--- config.mk ---
export PLATFORM = sky130hd
export DESIGN_NAME = sram2axi_wr_engine_flat
export DESIGN_NICKNAME = d
export VERILOG_FILES = /design/src/rtl/sram2axi_wr_engine_pkg.sv /design/src/rtl/sram2axi_wr_engine_if.sv /design/src/rtl/sram2axi_wr_engine_fifo.sv /design/src/rtl/sram2axi_wr_engine.sv /design/src/flat_wrapper.sv
export SDC_FILE = /design/constraint.sdc
export NUM_CORES = 1
export LEC_CHECK = 0
export ABC_AREA = 1
export BUFFER_PORTS_ARGS = -buffer_cell sky130_fd_sc_hd__buf_4
export CORE_MARGIN = 2
export CORE_UTILIZATION = 36
export CTS_CLUSTER_DIAMETER = 100
export DETAILED_ROUTE_END_ITERATION = 12
export GPL_TIMING_DRIVEN = 0
export HOLD_SLACK_MARGIN = 0.1
export PLACE_DENSITY = 0.72
export SKIP_LAST_GASP = 1
export SLEW_MARGIN = 20
export SYNTH_ARGS = -nofsm -noshare
export SYNTH_HDL_FRONTEND = slang
export SYNTH_SLANG_ARGS = --single-unit
--- constraint.sdc ---
create_clock -name clk -period 2.63 [get_ports clk]
set_input_delay 0.1315 -clock clk [delete_from_list [all_inputs] [get_ports clk]]
set_output_delay 0.1315 -clock clk [all_outputs]
set_load 0.02 [all_outputs]
--- src/rtl/sram2axi_wr_engine_pkg.sv ---
// sram2axi_pkg: AXI constants and write-engine state type shared across the bridge
package sram2axi_pkg;
    localparam logic [1:0] BURST_INCR = 2'b01;
    localparam logic [7:0] LEN_SINGLE = 8'd0;
    localparam logic [1:0] RESP_OKAY  = 2'b00;
    typedef enum logic {IDLE, SEND} wr_state_e;
endpackage

--- src/rtl/sram2axi_wr_engine_if.sv ---
// sram2axi_wr_engine_if: AXI3 write channels (AW, W, B) between the engine and the crossbar
interface sram2axi_wr_engine_if #(
    parameter int ADDR_W = 32,
    parameter int DATA_W = 32
);
    localparam int STRB_W = DATA_W / 8;
    logic [3:0]        awid;
    logic [ADDR_W-1:0] awaddr;
    logic [7:0]        awlen;
    logic [2:0]        awsize;
    logic [1:0]        awburst;
    logic [1:0]        awlock;
    logic [3:0]        awcache;
    logic [2:0]        awprot;
    logic              awvalid;
    logic              awready;
    logic [3:0]        wid;
    logic [DATA_W-1:0] wdata;
    logic [STRB_W-1:0] wstrb;
    logic              wlast;
    logic              wvalid;
    logic              wready;
    logic [3:0]        bid;
    logic [1:0]        bresp;
    logic              bvalid;
    logic              bready;
    modport master (
        output awid, awaddr, awlen, awsize, awburst, awlock, awcache, awprot, awvalid,
        input  awready,
        output wid, wdata, wstrb, wlast, wvalid,
        input  wready,
        input  bid, bresp, bvalid,
        output bready
    );
    modport slave (
        input  awid, awaddr, awlen, awsize, awburst, awlock, awcache, awprot, awvalid,
        output awready,
        input  wid, wdata, wstrb, wlast, wvalid,
        output wready,
        output bid, bresp, bvalid,
        input  bready
    );
endinterface

--- src/rtl/sram2axi_wr_engine_fifo.sv ---
// wr_pending_fifo: in-order outstanding write addresses with word-granular match (built only with SRAM2AXI_WR_HAZARD_EN)
`ifdef SRAM2AXI_WR_HAZARD_EN
module wr_pending_fifo #(
    parameter int DEPTH = 2,
    parameter int WIDTH = 32,
    parameter int LSB   = 2
) (
    input  logic             clk,
    input  logic             reset,
    input  logic             push,
    input  logic [WIDTH-1:0] push_data,
    input  logic             pop,
    input  logic [WIDTH-1:0] match_addr,
    output logic             full,
    output logic             empty,
    output logic             match
);
    localparam int PW = DEPTH > 1 ? $clog2(DEPTH) : 1;
    logic [WIDTH-1:0] mem [DEPTH];
    logic [DEPTH-1:0] vld;
    logic [PW-1:0]    wp, rp;
    logic             unused_lsb;
    function automatic logic [PW-1:0] inc(input logic [PW-1:0] p);
        return (p == PW'(DEPTH - 1)) ? '0 : p + 1'b1;
    endfunction
    assign full       = vld[wp];
    assign empty      = !vld[rp];
    assign unused_lsb = ^match_addr[LSB-1:0];
    always_ff @(posedge clk) begin
        if (!reset) begin
            vld <= '0;
            wp  <= '0;
            rp  <= '0;
        end else begin
            if (push) begin
                mem[wp] <= push_data;
                vld[wp] <= 1'b1;
                wp      <= inc(wp);
            end
            if (pop) begin
                vld[rp] <= 1'b0;
                rp      <= inc(rp);
            end
        end
    end
    always_comb begin
        match = 1'b0;
        for (int i = 0; i < DEPTH; i++)
            match |= vld[i] && (mem[i][WIDTH-1:LSB] == match_addr[WIDTH-1:LSB]);
    end
endmodule
`endif

--- src/rtl/sram2axi_wr_engine.sv ---
// sram2axi_wr_engine: SRAM write requests to single-beat AXI3 writes; SRAM2AXI_WR_HAZARD_EN adds hz_addr/hz_hit store hazard check
module sram2axi_wr_engine
    import sram2axi_pkg::*;
#(
    parameter logic [3:0] AXI_ID          = 4'd1,
    parameter int         ADDR_W          = 32,
    parameter int         DATA_W          = 32,
    parameter int         MAX_OUTSTANDING = 2,
    localparam int        STRB_W          = DATA_W / 8
) (
    input  logic                     clk,
    input  logic                     reset,
    input  logic                     data_sram_req,
    input  logic                     data_sram_wr,
    input  logic [2:0]               data_sram_size,
    input  logic [STRB_W-1:0]        data_sram_wstrb,
    input  logic [ADDR_W-1:0]        data_sram_addr,
    input  logic [DATA_W-1:0]        data_sram_wdata,
    output logic                     data_sram_addr_ok,
    output logic                     data_sram_data_ok,
    sram2axi_wr_engine_if.master     axi,
`ifdef SRAM2AXI_WR_HAZARD_EN
    input  logic [ADDR_W-1:0]        hz_addr,
    output logic                     hz_hit,
`endif
    output logic                     wr_busy
);
    localparam int CW = $clog2(MAX_OUTSTANDING + 1);
    wr_state_e         state, state_nxt;
    logic [CW-1:0]     cnt;
    logic              awvalid_q, wvalid_q;
    logic [ADDR_W-1:0] awaddr_q;
    logic [2:0]        awsize_q;
    logic [DATA_W-1:0] wdata_q;
    logic [STRB_W-1:0] wstrb_q;
    logic              accept, room, aw_hs, w_hs, b_hs, send_done, unused;
`ifdef SRAM2AXI_WR_HAZARD_EN
    localparam int LSB = $clog2(STRB_W);
    logic fifo_full, fifo_empty, fifo_hit;
    wr_pending_fifo #(.DEPTH(MAX_OUTSTANDING), .WIDTH(ADDR_W), .LSB(LSB)) u_pending (
        .clk, .reset,
        .push(accept), .push_data(data_sram_addr), .pop(b_hs),
        .match_addr(hz_addr), .full(fifo_full), .empty(fifo_empty), .match(fifo_hit)
    );
    assign room   = (cnt < CW'(MAX_OUTSTANDING)) && !fifo_full;
    assign hz_hit = fifo_hit || (state == SEND && awaddr_q[ADDR_W-1:LSB] == hz_addr[ADDR_W-1:LSB]);
    assign unused = ^{axi.bid, axi.bresp ^ RESP_OKAY, fifo_empty};
`else
    assign room   = cnt < CW'(MAX_OUTSTANDING);
    assign unused = ^{axi.bid, axi.bresp ^ RESP_OKAY};
`endif
    assign accept    = reset && data_sram_req && data_sram_wr && state == IDLE && room;
    assign aw_hs     = awvalid_q && axi.awready;
    assign w_hs      = wvalid_q && axi.wready;
    assign b_hs      = axi.bvalid && axi.bready;
    assign send_done = (!awvalid_q || aw_hs) && (!wvalid_q || w_hs);
    assign data_sram_addr_ok = accept;
    assign data_sram_data_ok = b_hs;
    assign wr_busy   = cnt != '0 || state != IDLE;
    assign axi.awid    = AXI_ID;
    assign axi.awaddr  = awaddr_q;
    assign axi.awlen   = LEN_SINGLE;
    assign axi.awsize  = awsize_q;
    assign axi.awburst = BURST_INCR;
    assign axi.awlock  = 2'b00;
    assign axi.awcache = 4'b0000;
    assign axi.awprot  = 3'b000;
    assign axi.awvalid = awvalid_q;
    assign axi.wid     = AXI_ID;
    assign axi.wdata   = wdata_q;
    assign axi.wstrb   = wstrb_q;
    assign axi.wlast   = 1'b1;
    assign axi.wvalid  = wvalid_q;
    assign axi.bready  = cnt != '0;
    always_comb begin
        state_nxt = (state == IDLE) ? (accept ? SEND : IDLE) : (send_done ? IDLE : SEND);
    end
    always_ff @(posedge clk) begin
        if (!reset) begin
            state     <= IDLE;
            cnt       <= '0;
            awvalid_q <= 1'b0;
            wvalid_q  <= 1'b0;
            awaddr_q  <= '0;
            awsize_q  <= '0;
            wdata_q   <= '0;
            wstrb_q   <= '0;
        end else begin
            state <= state_nxt;
            cnt   <= cnt + CW'(accept) - CW'(b_hs);
            if (accept) begin
                awvalid_q <= 1'b1;
                wvalid_q  <= 1'b1;
                awaddr_q  <= data_sram_addr;
                awsize_q  <= data_sram_size;
                wdata_q   <= data_sram_wdata;
                wstrb_q   <= data_sram_wstrb;
            end else begin
                if (aw_hs) awvalid_q <= 1'b0;
                if (w_hs) wvalid_q <= 1'b0;
            end
        end
    end
endmodule
--- src/flat_wrapper.sv ---
// flat-port wrapper written by rule: the top's interface ports become plain ports
module sram2axi_wr_engine_flat import sram2axi_pkg::*;
#(
    parameter logic [3:0] AXI_ID          = 4'd1,
    parameter int         ADDR_W          = 32,
    parameter int         DATA_W          = 32,
    parameter int         MAX_OUTSTANDING = 2,
    localparam int        STRB_W          = DATA_W / 8
)
  (clk, reset, data_sram_req, data_sram_wr, data_sram_size, data_sram_wstrb, data_sram_addr, data_sram_wdata, data_sram_addr_ok, data_sram_data_ok, wr_busy, axi_awid, axi_awaddr, axi_awlen, axi_awsize, axi_awburst, axi_awlock, axi_awcache, axi_awprot, axi_awvalid, axi_awready, axi_wid, axi_wdata, axi_wstrb, axi_wlast, axi_wvalid, axi_wready, axi_bid, axi_bresp, axi_bvalid, axi_bready);
  sram2axi_wr_engine_if #(.ADDR_W(ADDR_W), .DATA_W(DATA_W)) axi_i ();
  input  logic clk;
  input  logic reset;
  input  logic data_sram_req;
  input  logic data_sram_wr;
  input  logic [2:0] data_sram_size;
  input  logic [STRB_W-1:0] data_sram_wstrb;
  input  logic [ADDR_W-1:0] data_sram_addr;
  input  logic [DATA_W-1:0] data_sram_wdata;
  output logic data_sram_addr_ok;
  output logic data_sram_data_ok;
  output logic wr_busy;
  output wire logic [$bits(axi_i.awid)-1:0] axi_awid;
  output wire logic [$bits(axi_i.awaddr)-1:0] axi_awaddr;
  output wire logic [$bits(axi_i.awlen)-1:0] axi_awlen;
  output wire logic [$bits(axi_i.awsize)-1:0] axi_awsize;
  output wire logic [$bits(axi_i.awburst)-1:0] axi_awburst;
  output wire logic [$bits(axi_i.awlock)-1:0] axi_awlock;
  output wire logic [$bits(axi_i.awcache)-1:0] axi_awcache;
  output wire logic [$bits(axi_i.awprot)-1:0] axi_awprot;
  output wire logic [$bits(axi_i.awvalid)-1:0] axi_awvalid;
  input wire logic [$bits(axi_i.awready)-1:0] axi_awready;
  output wire logic [$bits(axi_i.wid)-1:0] axi_wid;
  output wire logic [$bits(axi_i.wdata)-1:0] axi_wdata;
  output wire logic [$bits(axi_i.wstrb)-1:0] axi_wstrb;
  output wire logic [$bits(axi_i.wlast)-1:0] axi_wlast;
  output wire logic [$bits(axi_i.wvalid)-1:0] axi_wvalid;
  input wire logic [$bits(axi_i.wready)-1:0] axi_wready;
  input wire logic [$bits(axi_i.bid)-1:0] axi_bid;
  input wire logic [$bits(axi_i.bresp)-1:0] axi_bresp;
  input wire logic [$bits(axi_i.bvalid)-1:0] axi_bvalid;
  output wire logic [$bits(axi_i.bready)-1:0] axi_bready;
  assign axi_awid = axi_i.awid;
  assign axi_awaddr = axi_i.awaddr;
  assign axi_awlen = axi_i.awlen;
  assign axi_awsize = axi_i.awsize;
  assign axi_awburst = axi_i.awburst;
  assign axi_awlock = axi_i.awlock;
  assign axi_awcache = axi_i.awcache;
  assign axi_awprot = axi_i.awprot;
  assign axi_awvalid = axi_i.awvalid;
  assign axi_i.awready = axi_awready;
  assign axi_wid = axi_i.wid;
  assign axi_wdata = axi_i.wdata;
  assign axi_wstrb = axi_i.wstrb;
  assign axi_wlast = axi_i.wlast;
  assign axi_wvalid = axi_i.wvalid;
  assign axi_i.wready = axi_wready;
  assign axi_i.bid = axi_bid;
  assign axi_i.bresp = axi_bresp;
  assign axi_i.bvalid = axi_bvalid;
  assign axi_bready = axi_i.bready;
  sram2axi_wr_engine #(.AXI_ID(AXI_ID), .ADDR_W(ADDR_W), .DATA_W(DATA_W), .MAX_OUTSTANDING(MAX_OUTSTANDING)) u_core (.clk(clk), .reset(reset), .data_sram_req(data_sram_req), .data_sram_wr(data_sram_wr), .data_sram_size(data_sram_size), .data_sram_wstrb(data_sram_wstrb), .data_sram_addr(data_sram_addr), .data_sram_wdata(data_sram_wdata), .data_sram_addr_ok(data_sram_addr_ok), .data_sram_data_ok(data_sram_data_ok), .axi(axi_i), .wr_busy(wr_busy));
endmodule
==> results of run 1 <==
==> Yosys cell counts (all sizes together) <==
| cell | instances |
|---|---|
| ha | 2 |
| nand2 | 224 |
| a21oi | 1 |
| clkbuf | 18 |
| o21a | 1 |
| nand3 | 72 |
| or2 | 1 |
| dfxtp | 76 |
| conb | 2 |
| o31ai | 1 |
| inv | 83 |
| o21ai | 2 |
| nor2 | 3 |
| buf | 40 |
==> power by group <==
group / internal, mW / leakage (nW) / switching (mW)
Sequential: 1.27 / 0.621 / 0.0722
Combinational: 0.462 / 2.84 / 0.570
Clock: 0.469 / 0.0999 / 0.449
Total: 2.20 / 3.56 / 1.09
==> final cells by class <==
class	instances	area, um2
Antenna cell	1	2.50
Tap cell	129	161
Clock buffer	11	141
Inverter	83	312
Clock inverter	5	60.1
Sequential cell	76	1520
Buffer	58	355
Multi-Input combinational cell	335	1380
Fill cell	799	3460
Timing Repair Buffer	227	1890
==> state kept, by name, indices dropped and copies added (netlist names) <==
signal              cells
u_core.axi.wstrb        4
u_core.axi.wdata       32
u_core.axi.awaddr      32
u_core.state            1
u_core.cnt              2
u_core.axi.wvalid       1
u_core.axi.awvalid      1
u_core.axi.awsize       3
==> through the flow <==
stage / utilization [%] / total power, mW / instances
floorplan: - / 1.90 / 552
global placement: 52.6 / 2.29 / 835
detailed placement: 52.6 / 2.31 / 835
CTS: 62.7 / 3.31 / 924
global route: 62.7 / 3.47 / 924
finish: 62.7 / 3.30 / 925
==> kinds of logic after synthesis <==
logic type	synth area share, %
adders and majority gates	0.721
AOI/OAI and AO/OA	0.865
and+or+nand+nor	35.2
other	0.216
DFF	43.8
buffers and inverters	19.2
==> critical path, stage by stage, from the launching register on <==
cell	delay, ps
dfxtp_1	340
nor2_2	430
nand2_1	210
clkbuf_1	280
ha_1	340
inv_1	40
ha_1	180
inv_1	50
nand2_1	60
a21oi_1	140
nor2_1	60
==> per-layer routing <==
layer | GRT usage [%] | part of all wire [%]
met3 | 4.17 | 6.2
met1 | 23.6 | 42
met2 | 34.3 | 49
met4 | 8.41 | 2.3
met5 | 0 | 0
==> repair_timing <==
action	in CTS	in global routing
hold buffers	73	0
resized for setup	0	1
setup endpoints to repair	0	1
endpoints found under the hold margin	74	0
==> worst paths after layout <==
| path | endpoint | slack [ps] | cells after the start |
|---|---|---|---|
| max | u_core.cnt[1] | 390 | 10 |
| min | u_core.axi.wdata[4] | 240 | 5 |
| max reg2reg | u_core.cnt[1] | 390 | 10 |
| min reg2reg | u_core.axi.awvalid | 500 | 2 |
==> results.md, run 1 <==
- All-Layer GR Usage: between 15 and 20%
- Final wirelength: 10,700 um
- Final Slew Violations: 0
- Max_slew headroom: 65.8%
- First-pass GRT wire length: 16,500 um
- Core box area: 9280 um2
- Tcrit/Tclk final: 85.0%
- Critical path class: reg -> reg
- Max Fclk: about 450 MHz
- Clk_skew: 7.92 ps
- Area Growth Syn to Fin: 67.7%
- Mapped Area: 3470 um2
- Avg Vias per Cell: 4.25
- Detailed Routing Iterations Pass 1: 6
- Leakage: 3.56 nW
- Synth warnings: 0
- Final nets: 876
- Most frequent cells in the layout: 224 x nand2_1, 184 x buf_4, 83 x inv_1
- RSZ-0062 raised after global routing: no
- Largest net degree at the start of global routing: 14
- Die H: 102 um
- CTS tree: built
- Fraction of layout cells with a size suffix above 1: a little over a quarter
- Initial antenna violation count: 0
- Postcts setup bufs: 0
- Avg WL per Cell: 11.5 um
- Count of different cell masters after synthesis: 18
- Via Count: between 3,000 and 4,000
- Worst Path Max Fanout: 10
- Register area share after synthesis: around 44%
- Die ar.: between 10,000 and 15,000 um2
- Yosys reg bits: 76
- Clock Pin Slew Worst Setup and Hold Paths: 80 ps
- I/O pin count: about 190
- Detail Route Antenna Nets: 0
- Cell accounting for the most synthesized area: dfxtp_1
- Post-route cell area: 5820 um2
- GP Congestion: ~0.79
- Setup crit end kind: register
- Final hold violations: 0
- Iteration-0 DRC Markers: 89
- HP Start: data_sram_req
- CP Launch Type: register
- Status: finished, final reports clean
- Setup-failing EPs final: 0
- TritonCTS buffer count: 9
- Worst-Margin Slew: slightly above 500 ps
- Clk sink count: 76
- Die width: 102 um
- Hold WC Path Type: in -> reg
- Cell Rows: 35
- P per Cell Area: 566 nW/um2
- Post-Syn Instances: 526
- Req. time, crit path: 2870 ps
- Synth top area share: 43.8%
- Pre-CTS setup slack: 201 ps
- Commonest non-fill, non-tap cell in the layout: nand2_1
- Vias in the first global route: 3,746
- Clock latency on the worst-skew pair: 340 ps
- Root buf cell: clkbuf_8
- Worst Path Arrival: about 2500 ps
- H-tree Lvls: 3
- Initial Utilization: 37.4%
- Hpwl dp: 7010 um
- Fin Setup TNS: 0 ps
- Average size of a mapped cell: 6.60 um2
- Minimum clock period: roughly 2200 ps
- Max Cap Viol: 0
- Top cells by area, synth: dfxtp_1 44%, nand2_1 24%, nand3_1 10%
- DP Area: 4890 um2
- Global route overflow: 0
- WHS: 240 ps
- Clock Path Buffers: 2
- Setup slack after layout: 395 ps
- DR DRC count: 0
- Crit. Startpoint: u_core.cnt[1]
- Reg2reg start: u_core.cnt[1]
- Port buffer count: 154
- Max rail drop VDD: 0.000325 V
Power figures use the tool's default switching activity.
==> inputs of run 2 (changes only) <==
- PLACE_DENSITY: 0.72 -> 0.74
- clock period: 2.63 -> 2 ns (I/O delays scaled with it)
==> run 2 against run 1 <==
Final area increased by 0.30%. Critical path type unchanged. Core utilization rose by 0.19 points. Final cell count stayed put. Register-to-register slack worse by 180 ps. Die area did not move. Fmax up 25%. Routed wire length up 2.5%. Highest routed layer unchanged. Clock power rose by 31%.
==> results.md, run 2 (same netlist as run 1, synthesis figures left out) <==
- Cells after DPL: 835 (unchanged)
- GP Congestion: 0.798 (+1.3%)
- Clock Pin Slew Worst Setup and Hold Paths: 90 ps (about the same)
- Critical path class: reg -> reg
- Worst Path Max Fanout: 13 (+3)
- Core box area: 9280 um2 (unchanged)
- Max Fclk: 561 MHz (+25%)
- DR DRC count: 0 (unchanged)
- Commonest non-fill, non-tap cell in the layout: nand2_1
- All-Layer GR Usage: 20.2% (+0.48 points)
- P per Cell Area: 743 nW/um2 (+31%)
- Most frequent cells in the layout: 224 x nand2_1, 186 x buf_4, 83 x inv_1
- Final Slew Violations: 0 (unchanged)
- DP Area: 4890 um2 (unchanged)
- Pre-CTS setup slack: -478 ps (-679 ps)
- Iteration-0 DRC Markers: 81 (-9.0%)
- Avg Vias per Cell: 4.24 (-0.15%)
- Fraction of layout cells with a size suffix above 1: 26.4% (+0.34 points)
- Max Cap Viol: 0 (unchanged)
- Final wirelength: 10,900 um (+2.5%)
- Die width: 102 um (unchanged)
- Final nets: 877 (+0.11%)
- Clock latency on the worst-skew pair: 340 ps (about the same)
- Initial Utilization: 37.4% (unchanged)
- Tcrit/Tclk final: 89.1% (+4.1 points)
- Port buffer count: 154 (unchanged)
- Root buf cell: clkbuf_8
- Vias in the first global route: 3,772 (+0.69%)
- Setup slack after layout: 219 ps (-176 ps)
- Worst Path Arrival: 2020 ps (-450 ps)
- Die ar.: 10,400 um2 (unchanged)
- Clk_skew: 8.61 ps (+0.690 ps)
- I/O pin count: 189 (unchanged)
- Largest net degree at the start of global routing: 15 (+1)
- Util after Layout: 62.9% (+0.19 points)
- Global route overflow: 0 (unchanged)
- CTS tree: built
- TritonCTS buffer count: 9 (unchanged)
- RSZ-0062 raised after global routing: no
- Post-route cell area: 5840 um2 (+0.30%)
- Cell Rows: 35 (unchanged)
- H-tree Lvls: 3 (unchanged)
- Setup-failing EPs final: 0 (unchanged)
- Status: finished, final reports clean
- Clock Path Buffers: 2 (unchanged)
- Detailed Routing Iterations Pass 1: 4 (-2)
- Max rail drop VDD: 0.000426 V (+31%)
- CP Launch Type: register
- Hpwl dp: 7090 um (+1.1%)
- Die H: 102 um (unchanged)
- Via Count: 3,922 (-0.15%)
- Leakage: 3.57 nW (+0.15%)
- Hold WC Path Type: in -> reg
- Initial antenna violation count: 0 (unchanged)
- N_diodes: 0 (-1)
- Detail Route Antenna Nets: 0 (unchanged)
- First-pass GRT wire length: 16,700 um (+1.0%)
- Clk sink count: 76 (unchanged)
- Final std cells w/o fill: 925 (unchanged)
- Area Growth Syn to Fin: 68.3%
- Req. time, crit path: 2240 ps (-630 ps)
- Setup crit end kind: register
- Final hold violations: 0 (unchanged)
- Avg WL per Cell: 11.8 um (+2.5%)
- Minimum clock period: 1780 ps (-454 ps)
## run 2: cell types whose count changed in the layout (fill, tap and decap cells not counted), sizes merged
| cell | delta |
|---|---|
| diode | -1 |
| clkinv | +1 |
| clkbuf | -3 |
| clkinvlp | +1 |
| buf | +2 |
## run 2: per-layer routing
metal / up-vias / track usage [%] / routed length [um]
met5: - / 0 / 0
met4: 0 / 10.3 / 295
met3: 29 / 3.90 / 609
met2: 133 / 36.6 / 5560
met1: 1730 / 22.4 / 4470
li1: 2030 / - / -
## run 2: final timing paths
| path | start | to | slack, ps | cells past startpoint |
|---|---|---|---|---|
| worst max-delay path | u_core.state | u_core.cnt[1] | 220 | 9 |
| worst min-delay path | reset | u_core.axi.wdata[4] | 320 | 6 |
| worst max register to register | u_core.state | u_core.cnt[1] | 220 | 9 |
| worst min register to register | u_core.axi.awvalid | u_core.axi.awvalid | 500 | 2 |
## run 2: stage by stage
stage / hold WS, ps / total power, mW / setup TNS, ps
final: 322 / 4.34 / 0
after global routing: 348 / 4.58 / 0
after CTS: 313 / 4.36 / 0
after detailed placement: 317 / 3.04 / -816
after global placement: 298 / 3.00 / -783
after floorplan: 201 / 2.50 / 0
## run 2: layout make-up
| type | count | area (um2) |
|---|---|---|
| flip-flops and latches | 76 | 1520 |
| plain buffers | 57 | 352 |
| inverters | 83 | 312 |
| fillers | 825 | 3440 |
| multi-input cells | 335 | 1390 |
| clock buffers | 9 | 124 |
| well taps | 129 | 161 |
| clock inverters | 7 | 76.3 |
| repair buffers | 229 | 1900 |
## run 2: report_power, final
part	internal (mW)	switching (mW)
logic	0.615	0.752
registers	1.67	0.0972
clock network	0.583	0.617
total	2.87	1.47
## run 2: worst max-delay path: stages, from the launching register on
cell and delay, ps:
dfxtp_1 350, nor2_4 100, nand2_1 280, ha_1 400
inv_1 40, ha_1 180, inv_1 60, nand2_1 60
a21oi_1 140, nor2_1 60
## run 2: repair_timing
action | CTS | global route
endpoints found under the setup margin | 3 | 1
setup buffers | 2 | 0
endpoints found under the hold margin | 74 | 0
resized for setup | 3 | 0
hold buffers | 73 | 0
pin swaps | 2 | 0
